==> src/rtl/pipeline_sequencer.sv <==
// -----------------------------------------------------------------------------
// pipeline_sequencer
//
// Central stall/flush scheduler for the 5-stage RISC-V pipeline. It collects
// hazard and resource requests and resolves them by fixed priority:
//   1. multi-cycle data-memory access   (freeze the whole pipe)
//   2. ECALL waiting for user I/O       (freeze the whole pipe)
//   3. taken branch / jump from EX      (flush IF/ID and ID/EX)
//   4. load-use hazard                  (hold PC and IF/ID, bubble into ID/EX)
// It drives the per-stage pipeline-register enables and flushes, and keeps a
// saturating count of cycles in which the PC was held, for debug display.
//
// Parameters:
//   MEM_LAT  data-memory access latency in freeze cycles (0 = never freezes)
//   CNT_W    width of the stall_cycles counter
//
// Ports:
//   clk           system clock, all state updates on posedge
//   rst           synchronous, active-low reset
//   load_use      hazard detector requests one bubble
//   branch_taken  EX resolved a taken branch/JAL/JALR this cycle
//   mem_req       MEM stage holds a valid load/store
//   ecall_ex      ECALL instruction currently in EX
//   io_continue   user confirm button (level, debounced)
//   pc_en         PC register write enable
//   if_id_en      IF/ID register enable
//   id_ex_en      ID/EX register enable
//   ex_mem_en     EX/MEM register enable
//   mem_wb_en     MEM/WB register enable
//   if_id_flush   load NOP into IF/ID
//   id_ex_flush   load NOP into ID/EX
//   state         current FSM state (0 RUN, 1 MEM_WAIT, 2 ECALL_WAIT)
//   stall_cycles  saturating count of cycles with pc_en=0
// -----------------------------------------------------------------------------
module pipeline_sequencer #(
    parameter int MEM_LAT = 2,
    parameter int CNT_W   = 16
) (
    input  logic             clk,
    input  logic             rst,
    input  logic             load_use,
    input  logic             branch_taken,
    input  logic             mem_req,
    input  logic             ecall_ex,
    input  logic             io_continue,
    output logic             pc_en,
    output logic             if_id_en,
    output logic             id_ex_en,
    output logic             ex_mem_en,
    output logic             mem_wb_en,
    output logic             if_id_flush,
    output logic             id_ex_flush,
    output logic [1:0]       state,
    output logic [CNT_W-1:0] stall_cycles
);

    typedef enum logic [1:0] {
        ST_RUN        = 2'd0,
        ST_MEM_WAIT   = 2'd1,
        ST_ECALL_WAIT = 2'd2
    } state_t;

    // The wait counter holds the number of MEM_WAIT cycles still to spend,
    // including the current one. The request cycle itself is the first of
    // the MEM_LAT frozen cycles, so MEM_WAIT lasts MEM_LAT-1 cycles.
    localparam int             CW        = (MEM_LAT > 2) ? $clog2(MEM_LAT) : 1;
    localparam logic [CW-1:0]  WAIT_LOAD = CW'((MEM_LAT > 1) ? MEM_LAT - 1 : 0);
    localparam logic [CW-1:0]  WAIT_LAST = CW'(1);

    state_t         state_q, state_d;
    logic [CW-1:0]  wait_cnt_q, wait_cnt_d;
    logic           mem_served_q, mem_served_d;
    logic           ecall_served_q, ecall_served_d;
    logic           cont_prev_q;

    logic           in_run;
    logic           mem_freeze;
    logic           ecall_freeze;
    logic           cont_rise;

    // ------------------------------------------------------------------
    // Request decode (RUN state only)
    // ------------------------------------------------------------------
    assign in_run       = (state_q == ST_RUN);
    // mem_served masks the access that has just been waited for, so the
    // same instruction still sitting in MEM does not freeze a second time.
    assign mem_freeze   = in_run && mem_req && !mem_served_q && (MEM_LAT > 0);
    assign ecall_freeze = in_run && !mem_freeze && ecall_ex && !ecall_served_q;
    assign cont_rise    = io_continue && !cont_prev_q;

    // ------------------------------------------------------------------
    // State register
    // ------------------------------------------------------------------
    // NOTE: sequential state is written with non-blocking assignments so
    // every register samples the pre-edge values of all the others.
    always_ff @(posedge clk) begin
        if (!rst) begin
            state_q        <= ST_RUN;
            wait_cnt_q     <= '0;
            mem_served_q   <= 1'b0;
            ecall_served_q <= 1'b0;
            // A button held through reset must not look like a fresh press.
            cont_prev_q    <= 1'b1;
        end else begin
            state_q        <= state_d;
            wait_cnt_q     <= wait_cnt_d;
            mem_served_q   <= mem_served_d;
            ecall_served_q <= ecall_served_d;
            cont_prev_q    <= io_continue;
        end
    end

    // ------------------------------------------------------------------
    // Debug stall counter: saturates instead of wrapping
    // ------------------------------------------------------------------
    always_ff @(posedge clk) begin
        if (!rst) begin
            stall_cycles <= '0;
        end else if (!pc_en && (stall_cycles != {CNT_W{1'b1}})) begin
            stall_cycles <= stall_cycles + CNT_W'(1);
        end
    end

    // ------------------------------------------------------------------
    // Next-state logic
    // ------------------------------------------------------------------
    // NOTE: every signal assigned in an always_comb gets a default first, so
    // no path through the case leaves it unassigned and no latch is inferred.
    always_comb begin
        state_d        = state_q;
        wait_cnt_d     = wait_cnt_q;
        mem_served_d   = mem_served_q;
        ecall_served_d = ecall_served_q;

        case (state_q)
            ST_RUN: begin
                if (mem_freeze) begin
                    if (MEM_LAT > 1) begin
                        state_d    = ST_MEM_WAIT;
                        wait_cnt_d = WAIT_LOAD;
                    end else begin
                        // One-cycle freeze: the request cycle is the whole wait.
                        mem_served_d = 1'b1;
                    end
                end else if (ecall_freeze) begin
                    state_d = ST_ECALL_WAIT;
                end else begin
                    // The served access leaves MEM once EX/MEM advances.
                    if (ex_mem_en) begin
                        mem_served_d = 1'b0;
                    end
                    // The served ECALL leaves EX once ID/EX loads a real
                    // instruction behind it (not a bubble or a flush).
                    if (id_ex_en && !if_id_flush && !id_ex_flush) begin
                        ecall_served_d = 1'b0;
                    end
                end
            end

            ST_MEM_WAIT: begin
                if ((wait_cnt_q == WAIT_LAST) || (wait_cnt_q == '0)) begin
                    state_d      = ST_RUN;
                    mem_served_d = 1'b1;
                end else begin
                    wait_cnt_d = wait_cnt_q - WAIT_LAST;
                end
            end

            ST_ECALL_WAIT: begin
                if (cont_rise) begin
                    state_d        = ST_RUN;
                    ecall_served_d = 1'b1;
                end
            end

            default: begin
                state_d = ST_RUN;
            end
        endcase
    end

    // ------------------------------------------------------------------
    // Output logic: combinational from registered state and current inputs
    // ------------------------------------------------------------------
    always_comb begin
        pc_en       = 1'b0;
        if_id_en    = 1'b0;
        id_ex_en    = 1'b0;
        ex_mem_en   = 1'b0;
        mem_wb_en   = 1'b0;
        if_id_flush = 1'b0;
        id_ex_flush = 1'b0;

        if (rst && in_run && !mem_freeze && !ecall_freeze) begin
            pc_en     = 1'b1;
            if_id_en  = 1'b1;
            id_ex_en  = 1'b1;
            ex_mem_en = 1'b1;
            mem_wb_en = 1'b1;
            if (branch_taken) begin
                // The redirect squashes the load-use dependent, so any
                // simultaneous load_use bubble is unnecessary.
                if_id_flush = 1'b1;
                id_ex_flush = 1'b1;
            end else if (load_use) begin
                pc_en       = 1'b0;
                if_id_en    = 1'b0;
                id_ex_flush = 1'b1;
            end
        end
    end

    assign state = state_q;

endmodule

==> config.mk <==
export PLATFORM = sky130hd
export DESIGN_NAME = pipeline_sequencer
export DESIGN_NICKNAME = d
export VERILOG_FILES = /design/src/rtl/pipeline_sequencer.sv
export SDC_FILE = /design/constraint.sdc
export NUM_CORES = 1
export LEC_CHECK = 0
export ABC_AREA = 1
export CORE_ASPECT_RATIO = 0.7
export CORE_MARGIN = 4
export CORE_UTILIZATION = 35
export CTS_CLUSTER_DIAMETER = 200
export DETAILED_ROUTE_END_ITERATION = 12
export HOLD_SLACK_MARGIN = 0.08
export SLEW_MARGIN = 0
export SYNTH_ARGS = -nofsm -noshare
export SYNTH_HDL_FRONTEND = slang
export SYNTH_SLANG_ARGS = --single-unit
==> constraint.sdc <==
create_clock -name clk -period 2.8 [get_ports clk]
set_clock_uncertainty 0.2 [all_clocks]
set_input_delay 0.56 -clock clk [delete_from_list [all_inputs] [get_ports clk]]
set_output_delay 0.56 -clock clk [all_outputs]
set_load 0.05 [all_outputs]
Yosys cells after proc, flatten, opt, wreduce, memory -nomap -nowiden:

Cells that the tools add are included.

* register bits: 21
* input port bits: 7
* output and inout port bits: 25
* logic and storage cells: 63

* add/subtract/negate cells: 1
* eq/ne operators: 9
* muxes and demuxes: 22
* reductions and logical operators: 26

Operator list (number)
* $add A16 B1 Y16 const B: 1
* $mux W1: 16
* $ne A16 B16 Y1 const B: 1
* $logic_and A1 B1 Y1: 12
* $logic_not A1 Y1: 8
* $ne A2 B2 Y1 const B: 4
* $mux W2: 3
* $reduce_and A5 Y1: 1
* $pmux W1 S2: 2
* $pmux W2 S2: 1
* $reduce_and A4 Y1: 1
* $reduce_bool A2 Y1: 2
* $ne A3 B1 Y1 const B: 1
* $eq A2 B1 Y1 const B: 1
* $eq A2 B2 Y1 const B: 1
* $logic_not A2 Y1: 1
* $ne A2 B1 Y1 const B: 1
* $reduce_and A2 Y1: 1

Depth between registers and ports, before layout:

Gate-level depths: netlist of the first run.

* depth after elaboration: 17
* mapped depth: 10
* depth with buffers taken out: 10

Least setup slack after synthesis of the first run:

No wires, ideal clock.

* path type: register -> output
* start point: register state_q[1] (netlist: state[1])
* end point: output port id_ex_flush
* arrival time: 1.773 ns
* data required time: 2.040 ns
* slack: 0.267 ns
* stages on the path, launching flop included: 6
* path buffers: 0
* path through: dfxtp_1 inv_2 nand2_1 nor2_1 nand2_2 a21oi_1

* word-level cells in the longest chain between the ends: 10
* elaborated cells on any way between the ends: 12
* those cells by class: mux (1); reduce/logical (11)

RTL lines
* start: declaration: line 70 `state_t state_q, state_d;`
* start signal: assignment: line 105 `state_q <= state_d;`
* $logic_not A2 Y1 *
* $logic_and A1 B1 Y1 (2 in series): line 87 `assign mem_freeze = in_run && mem_req && !mem_served_q && (MEM_LAT > 0);`
* $logic_not A1 Y1: line 88, 194
* $logic_and A1 B1 Y1 (3 in series): line 88 `assign ecall_freeze = in_run && !mem_freeze && ecall_ex && !ecall_served_q;`
* $logic_not A1 Y1: line 194 `if (rst && in_run && !mem_freeze && !ecall_freeze) begin`
* $logic_and A1 B1 Y1 *: line 194
* $mux W1 *: line 194
* end: declaration: line 52 `output logic id_ex_flush,`

Mark *: on every way between the ends. The rest lies on a longest branch, timed or not.

Worst setup path after layout of the first run:

* start point: input port mem_req
* end point: output port mem_wb_en

* word-level cells in the longest chain between the ends: 9
* elaborated cells on any way between the ends: 10
* those cells by class: mux (1); reduce/logical (9)

RTL lines
* start: declaration: line 43 `input logic mem_req,`
* $logic_and A1 B1 Y1 * (2 in series): line 87
* $logic_not A1 Y1 *: line 88, 194
* $logic_and A1 B1 Y1 (3 in series): line 88
* $logic_not A1 Y1: line 194
* $logic_and A1 B1 Y1 *: line 194
* $mux W1 *: line 194
* end: declaration: line 50 `output logic mem_wb_en,`

Marked as above.

==> results.md, run 1 <==
GRT:
- The met2 usage in global routing is 21.7%.
- In the global route stage, met3 resource usage came out at 5.21%.
- The number of global-route vias before repair came to 1,090.
- The global-route wire length before repair is 5.16 mm.
- The number of antenna violations at the first check in global routing is 0.
- In the global route stage, overall resource usage came out at 14.4%.
- The global routing stage identified its most utilized layer as met2.
- Global routing finished with a remaining overflow of 0.
- The largest net degree at the start of global routing is 16.
- The global-route met1 utilization is 19.3%.

STA:
- In this run the tightest slew margin relative to its limit is 66.3%.
- The total count of max-transition violations in the final report was 0.
- The total count of hold-check failures in the final report came to 0.
- The summed negative setup slack over all endpoints is 0 ns.
- The portion of the clock cycle consumed by the worst path in the final layout is 94.2%.
- After layout, the minimum clock period comes to 2.64 ns.
- Setup repair after global routing left no endpoint under its margin.
- Setup violations remaining at the end of the flow were counted as 0.
- The pin slew with the least headroom to its limit is 0.504 ns.
- The fmax is 379 MHz.

Logic synthesis:
- The count of yosys warnings during synthesis is 0.
- The fraction of synthesized cell area taken by the top area cell type is 34.8%.
- The synthesized design contains 21 register bits.
- The dominant cell by count in the synthesized netlist is nand2_1.
- Each instance of the synthesized netlist takes up on average 6.42 µm².
- Synthesis produced a netlist with a net count of 196.
- The number of flops mapped to enable cells by yosys is 0.
- For this run, the leading register cell type out of synthesis is dfxtp_1.
- The share of the yosys chip area belonging to registers is 34.8%.
- Summing every instance area after synthesis gives 1210 µm².
- The number of different library cells in the post-synthesis netlist is 24.
- Sorting the synthesized cells by area gives the leading types as dfxtp_1 (35%), nand2_1 (17%), nor2_1 (11%).
- Ranked by instance count, the synthesized netlist is headed by nand2_1 (55), nor2_1 (34), dfxtp_1 (21), inv_1 (20), nand3_1 (15).
- The count of mapped cells out of synthesis is 188.
- The library cell occupying the most area in the post-synthesis netlist is dfxtp_1.
- For this run, asynchronously set or reset flops after synthesis account for 0%.

Layout:
- The number of antenna diodes in the final layout is 0.
- Summing all multi-input logic gate instances after layout gives 667 µm².
- The net count reported at finish is 229.
- The area growth from synthesis to layout is 38.3%.
- The count of filler cells inserted in the layout is 338.
- Registers take 420 µm².
- The finished cells cover 1670 µm².
- The share of post-route cells with drive strength above 1 is 11.4%.
- For this run, the share of the core covered by cells in the final layout is 51.7%.

Drt:
- The total number of vias is 1,230.
- The post-detailed-route wirelength per cell is 11.3 µm.
- The violation count after the first detailed-route iteration is 70.
- After detailed routing, the total wire length is 3.02 mm.
- The average vias per placed instance is 4.61.
- The number of optimization iterations in the first detailed-route pass is 4.
- After detailed routing, the number of remaining DRC violations is 0.
- The antenna violation net count after detailed routing is 0.

CTS:
- In this run the number of H-tree levels came out at 1.
- The total setup buffers inserted after CTS is 0.
- Clock-pin slew was measured on the worst setup and hold paths at 0.08 ns.
- TritonCTS built the clock tree.
- After clock tree synthesis, the flow added hold-fix buffers numbering 0.
- Once the clock tree was built, the resizer swapped 0 gates to a different size.
- The root cell of the clock tree is clkbuf_8.
- The longest clock path from root to sink contains 2 buffers.
- Counting every sink on the clock net gives 21.
- The later pin in the worst-skew pair is clocked with a latency of 0.26 ns.
- The number of buffers added by the clock tree synthesis step is 3.

Die:
- The floorplan step defined a die boundary enclosing 4470 µm².
- The initialized floorplan defines 17 standard-cell rows.
- The initial cell density of the core is 37.3%.
- The core region is 3230 µm².
- The height of the die is 57.1 µm.
- In this run the horizontal extent of the chip is 78.2 µm.
- The I/O pin count is 32.

Setup path:
- In this run the worst path has a maximum fanout of 5.
- STA classifies the critical path endpoint as an output port.
- The required time at the worst-slack endpoint is 2.04 ns.
- The critical path's top delay family is buffers and inverters.
- Traced cell by cell, the critical path runs through clkdlybuf4s50_1 -> inv_1 -> nor2_1 -> nor2_1 -> nand2_2 -> inv_1 -> buf_12.
- STA classifies the critical path startpoint as an input pin.
- Data arrives at the worst endpoint at 1.88 ns.
- The highest cell delay on the worst timing path is 0.40 ns.
- The type of the worst setup path is input pin to output port.
- The highest-delay cell along the critical path is clkdlybuf4s50_1.
- The buffer and inverter count on the worst path is 4.

Pwr:
- Combinational logic burns 21.4% of the power.
- VDD sags by at most 0.000260 V.
- Net switching is 30.6% of the power.
- The internal portion of the total power is 463 µW.
- The power share of the clock group is 30.8%.
- The analysis attributes to cell leakage a power of 0.000669 µW.
- The power density of the placed cells is 399 nW/µm².
- The fraction of power consumed by sequential logic is 47.8%.
- For this design the total switching power over the nets is 204 µW.

Placement:
- The number of I/O port buffers is 31.
- Detailed placement finished with a half-perimeter wire length of 2.40 mm.
- The congestion estimate from routability-driven global placement came to 0.868.
- The placed instances occupy a cell area of 1620 µm².

Job:
- The number of maximum-capacitance violations is 0.

Outcome:
- The run finished with clean final reports.

Worst hold path:
- The path class of the tightest hold or removal check is register to register.
## worst reg2reg max path, stage by stage (launching register included)
cell     delay (ns)
dfxtp_1        0.36
ha_1           0.23
nand3_1        0.19
inv_1          0.06
nand2_1        0.08
nor2_1         0.07
nor2_4         0.32
nand3_1        0.12
nand2_1        0.08
nor2_1         0.04
## final cells by class
| class | count | share of cell area [%] |
|---|---|---|
| Multi-Input combinational cell | 140 | 39.9 |
| Sequential cell | 21 | 25.2 |
| Timing Repair Buffer | 33 | 23.7 |
| Inverter | 22 | 4.94 |
| Tap cell | 47 | 3.52 |
| Clock buffer | 3 | 2.47 |
| Clock inverter | 1 | 0.300 |
## power groups by stage
| stage | registers (µW) | logic [µW] | clock network (µW) |
|---|---|---|---|
| finish | 319 | 143 | 205 |
| global route | 321 | 152 | 228 |
| CTS | 319 | 144 | 213 |
| detailed placement | 326 | 144 | 0 |
| global placement | 325 | 143 | 0 |
| floorplan | 351 | 62.7 | 0 |
## state kept, by name (all words and copies together), names as in the netlist
name and cells:
state 2, ecall_served_q 1, cont_prev_q 1, mem_served_q 1, stall_cycles 16
## layout by cell type (no fill, tap or decap)
cell and count:
a21oi_1 12, a21oi_4 1, a32oi_1 1, and2_1 1, buf_12 7, buf_4 2
clkbuf_8 3, clkdlybuf4s50_1 24, clkinv_2 1, dfxtp_1 21, ha_1 1, inv_1 20
inv_2 2, nand2_1 55, nand2_2 3, nand3_1 15, nand3b_2 1, nand4_1 3
nor2_1 34, nor2_2 2, nor2_4 2, nor4_1 1, o21ai_0 1, or2_2 1
xnor2_1 2, xor2_1 4
## final timing paths
check | from | end | slack, ns | cells after the start
max reg2reg | stall_cycles[0] | stall_cycles[9] | 0.93 | 9
min | mem_served_q | state[0] | 0.26 | 1
max | mem_req | mem_wb_en | 0.16 | 7
min reg2reg | mem_served_q | state[0] | 0.26 | 1
## cell families after synthesis
logic type               after synthesis  share of synthesized area [%]
buffers and inverters                 27                           9.95
flip-flops                            21                           34.8
AND/OR/NAND/NOR                      118                           42.4
XOR/XNOR                               6                           4.35
AO/OA/AOI/OAI                         15                           7.46
adder cells (fa/ha/maj)                1                           1.04
## metal layers
layer,vias up,share of wire [%]
met4,0,1.2
met5,-,0
met3,5,7.3
met2,39,44
met1,541,48
li1,645,-
## metrics by stage
stage / power (µW) / setup slack [ns] / cells / hold WS (ns)
after floorplan: 413 / 0.267 / 188 / 0.221
after global placement: 468 / 0.184 / 263 / 0.247
after detailed placement: 470 / 0.155 / 263 / 0.251
after CTS: 676 / 0.146 / 267 / 0.260
after global routing: 702 / 0.0472 / 267 / 0.294
final: 667 / 0.163 / 267 / 0.257
No activity file was read; power rests on OpenSTA's default activity.
==> inputs of run 2 (changes only) <==
- ABC_AREA: 1 -> not set
==> run 2 against run 1 <==
Compared with the run above: combinational power down 9%; fmax grew 0.52%; hold slack better by 0.027 ns; sequential power barely moved; core utilization is 0.38 points lower; count of clock-buffer cells in the layout did not move; first-iteration DRC count decreased by 14%; critical path depth down 1; flip-flop and latch count unchanged; power decreased by 2.0%; synthesized cell count down 29%; design area decreased by 2.7%.
==> results.md, run 2 <==
Outcome:
- The run finished with clean final reports.

Logic synthesis:
- The number of flops mapped to enable cells by yosys is 0 (unchanged).
- The number of different library cells in the post-synthesis netlist came to 38 (+58%).
- Yosys attributes the largest share of cell area to dfxtp_1 (36%), mux2i_1 (8.6%), nand2b_1 (8.1%).
- The fraction of registers with async set/reset is 0% (unchanged).
- The share of the yosys chip area belonging to registers is 36.1% (+1.3 points).
- The commonest cells after synthesis are dfxtp_1 (21), nand2b_1 (15), nand2_1 (14), mux2i_1 (10).
- The dominant synthesized flop cell is dfxtp_1.
- The count of mapped cells out of synthesis is 134 (-29%).
- The post-synthesis area per instance came to 8.69 µm² (+35%).
- The number of nets produced by synthesis was 142 (-28%).
- The flip-flop and latch count after synthesis is 21 (unchanged).
- The post-synthesis instance area is 1160 µm² (-3.5%).
- In the post-synthesis netlist, the cell with the most instances is dfxtp_1.
- The count of yosys warnings during synthesis is 0 (unchanged).
- The fraction of synthesized cell area taken by the top area cell type was 36.1% (+1.3 points).
- The library cell occupying the most area in the post-synthesis netlist is dfxtp_1.

STA:
- The total count of hold-check failures in the final report is 0 (unchanged).
- Setup repair after global routing left no endpoint under its margin.
- The pin slew with the least headroom to its limit was 0.513 ns (+0.00930 ns).
- The portion of the clock cycle consumed by the worst path in the final layout is 93.7% (-0.49 points).
- The max-slew headroom at the worst pin is 65.7% (-0.62 points).
- The time the final worst path needs with I/O delays and setup is 2.62 ns (-0.0138 ns).
- The total count of max-transition violations in the final report came to 0 (unchanged).
- The count of final setup violators is 0 (unchanged).
- The summed negative setup slack over all endpoints is 0 ns (unchanged).
- The fmax came to 381 MHz (+0.52%).

Setup path:
- The capture instance of the worst register-to-register path is stall_cycles[6].
- The arrival time reported for the critical path endpoint is 1.86 ns (-0.02 ns).
- The number of cells on the worst reg-to-reg path is 6 (-3).
- The maximum fanout along the worst path is 3 (-2).
- The launch instance of the worst register-to-register path is stall_cycles[0].
- The required time at the worst-slack endpoint is 2.04 ns (about the same).
- The critical path in this run is classified as input pin to output port.
- The register-to-register path setup slack is 0.59 ns (-0.34 ns).
- The worst setup path is launched from an input pin.
- The worst setup path is captured at an output port.
- Tracing the worst setup path back leads to its startpoint at rst.

GRT:
- The number of antenna violations at the first check in global routing came to 0 (unchanged).
- The combined global-route utilization of all metal layers was 12.9% (-1.6 points).
- The total overflow reported by the global router was 0 (unchanged).
- The number of global-route vias before repair is 1,011 (-7.2%).
- The global-route wire length before repair came to 4.60 mm (-11%).
- The largest net degree at the start of global routing came to 24 (+8).

Worst hold path:
- The number of cells on the worst hold path came to 2 (+1).
- The worst hold endpoint is mem_served_q.
- The source of the worst hold timing path is mem_served_q.
- The min-delay analysis places its worst path in the category register to register.

Layout:
- The top register by number of flip-flops is stall_cycles.
- The number of diodes is 0 (unchanged).
- The number of flip-flops in the largest register is 16 (unchanged).
- The core utilization of the finished layout is 51.3% (-0.38 points).
- The net count reported at finish is 175 (-24%).
- The share of post-route cells with drive strength above 1 is 12.7% (+1.3 points).
- From synthesis to final layout, the design area changed by 39.5%.
- The library cell used most frequently in the layout, excluding fill and tap cells, is clkdlybuf4s50_1.
- In the layout the commonest cells are clkdlybuf4s50_1 (24), dfxtp_1 (21), nand2b_1 (15).

CTS:
- The post-cts resize count came to 0 (unchanged).
- The sink count of the clock tree is 21 (unchanged).
- The total setup buffers inserted after CTS is 0 (unchanged).
- The root cell of the clock tree is clkbuf_8.
- The clock-pin slew on the worst setup and hold paths is 0.08 ns (about the same).
- The maximum number of buffers from clock root to sink is 2 (unchanged).
- The count of H-tree levels built during CTS is 1 (unchanged).
- The number of buffers added by the clock tree synthesis step is 3 (unchanged).
- The TritonCTS clock tree is yes.
- The hold buffer count at cts came to 0 (unchanged).
- The clock latency on the worst-skew pair is 0.26 ns (about the same).

Die:
- The die area is 4330 µm² (-3.1%).
- The initial cell density of the core is 36.8% (-0.59 points).
- The number of placement rows was 17 (unchanged).
- The height of the die is 56.3 µm (-1.5%).
- The core region area is 3170 µm² (-2.0%).
- The die span in x came to 77.0 µm (-1.6%).
- The I/O pin count was 32 (unchanged).

Pwr:
- The largest voltage drop on the vdd net is 0.000232 V (-11%).
- The cell leakage power is 0.000584 µW (-13%).
- The power density of the placed cells was 402 nW/µm² (+0.73%).

Placement:
- The final weighted congestion of routability-driven global placement is 0.792 (-8.7%).
- The HPWL reported at the end of detailed placement is 2.12 mm (-12%).
- The number of I/O port buffers is 31 (unchanged).

Drt:
- The final routed wirelength across all metal layers is 2.73 mm (-9.6%).
- The number of optimization iterations in the first detailed-route pass is 4 (unchanged).
- The average vias per placed instance is 5.29 (+15%).
- The antenna violation net count after detailed routing is 0 (unchanged).
- The violation count after the first detailed-route iteration is 60 (-14%).
- The total number of vias is 1,080 (-12%).
- The remaining design rule violation count came to 0 (unchanged).
- The post-detailed-route wirelength per cell is 13.4 µm (+18%).

Job:
- The number of maximum-capacitance violations is 0 (unchanged).
-- run 2: cell count changes after synthesis, sizes merged, moves of 4 or more --
cell,delta
nand2,-44
nor2,-36
inv,-18
nand2b,+15
mux2i,+10
nand3,-7
a21oi,-5
nor4,+5
or4,+5
xor2,-4
-- run 2: layout make-up --
| class | instances | area (µm²) |
|---|---|---|
| clock buffer | 3 | 41.3 |
| multi-input combinational | 101 | 676 |
| timing repair buffer | 36 | 418 |
| clock inverter | 1 | 7.51 |
| tap | 38 | 47.5 |
| inverter | 4 | 15.0 |
| fill | 288 | 1540 |
| sequential | 21 | 420 |
-- run 2: kinds of logic after synthesis --
logic type / after synthesis / share of synthesized area, %
compound gates: 19 / 11.1
fa+ha+maj: 1 / 1.07
buf+inv: 12 / 5.91
flops: 21 / 36.1
mux: 10 / 8.59
simple gates: 71 / 37.3
-- run 2: critical path, cell delays in order --
cell and delay (ns):
clkdlybuf4s50_1 0.48, nor3b_2 0.26, nand3_1 0.16, inv_1 0.09, and2_1 0.17, buf_12 0.14
-- run 2: power breakdown --
group	leakage [µW]	internal, µW	switching, µW	total [µW]
clock network	0.0000217	101	106	206
logic	0.000392	54.4	75.9	130
registers	0.000171	307	9.61	317
-- run 2: layer usage --
layer  track usage, %  wire length [µm]
met1             17.6              1420
met2             20.5              1180
met3             3.04               123
met4             3.10                11
met5                0                 0
-- run 2: stage by stage --
step	power (µW)	std cells	area, µm²	hold WS (ns)	worst slack, ns
2_1_floorplan	401	134	1160	0.244	0.236
3_3_place_gp	453	200	1580	0.256	0.173
3_5_place_dp	456	200	1580	0.278	0.174
4_1_cts	661	204	1630	0.290	0.166
5_1_grt	680	204	1630	0.330	0.0447
6_report	653	204	1630	0.284	0.176
-- run 2: worst max path at each step --
stage | to | cells after the start | slack (ns)
after floorplan | if_id_flush | 4 | 0.24
after detailed placement | stall_cycles[5] | 7 | 0.17
after global placement | if_id_flush | 6 | 0.17
after global routing | if_id_flush | 6 | 0.04
final | if_id_flush | 6 | 0.18
after CTS | if_id_flush | 6 | 0.17
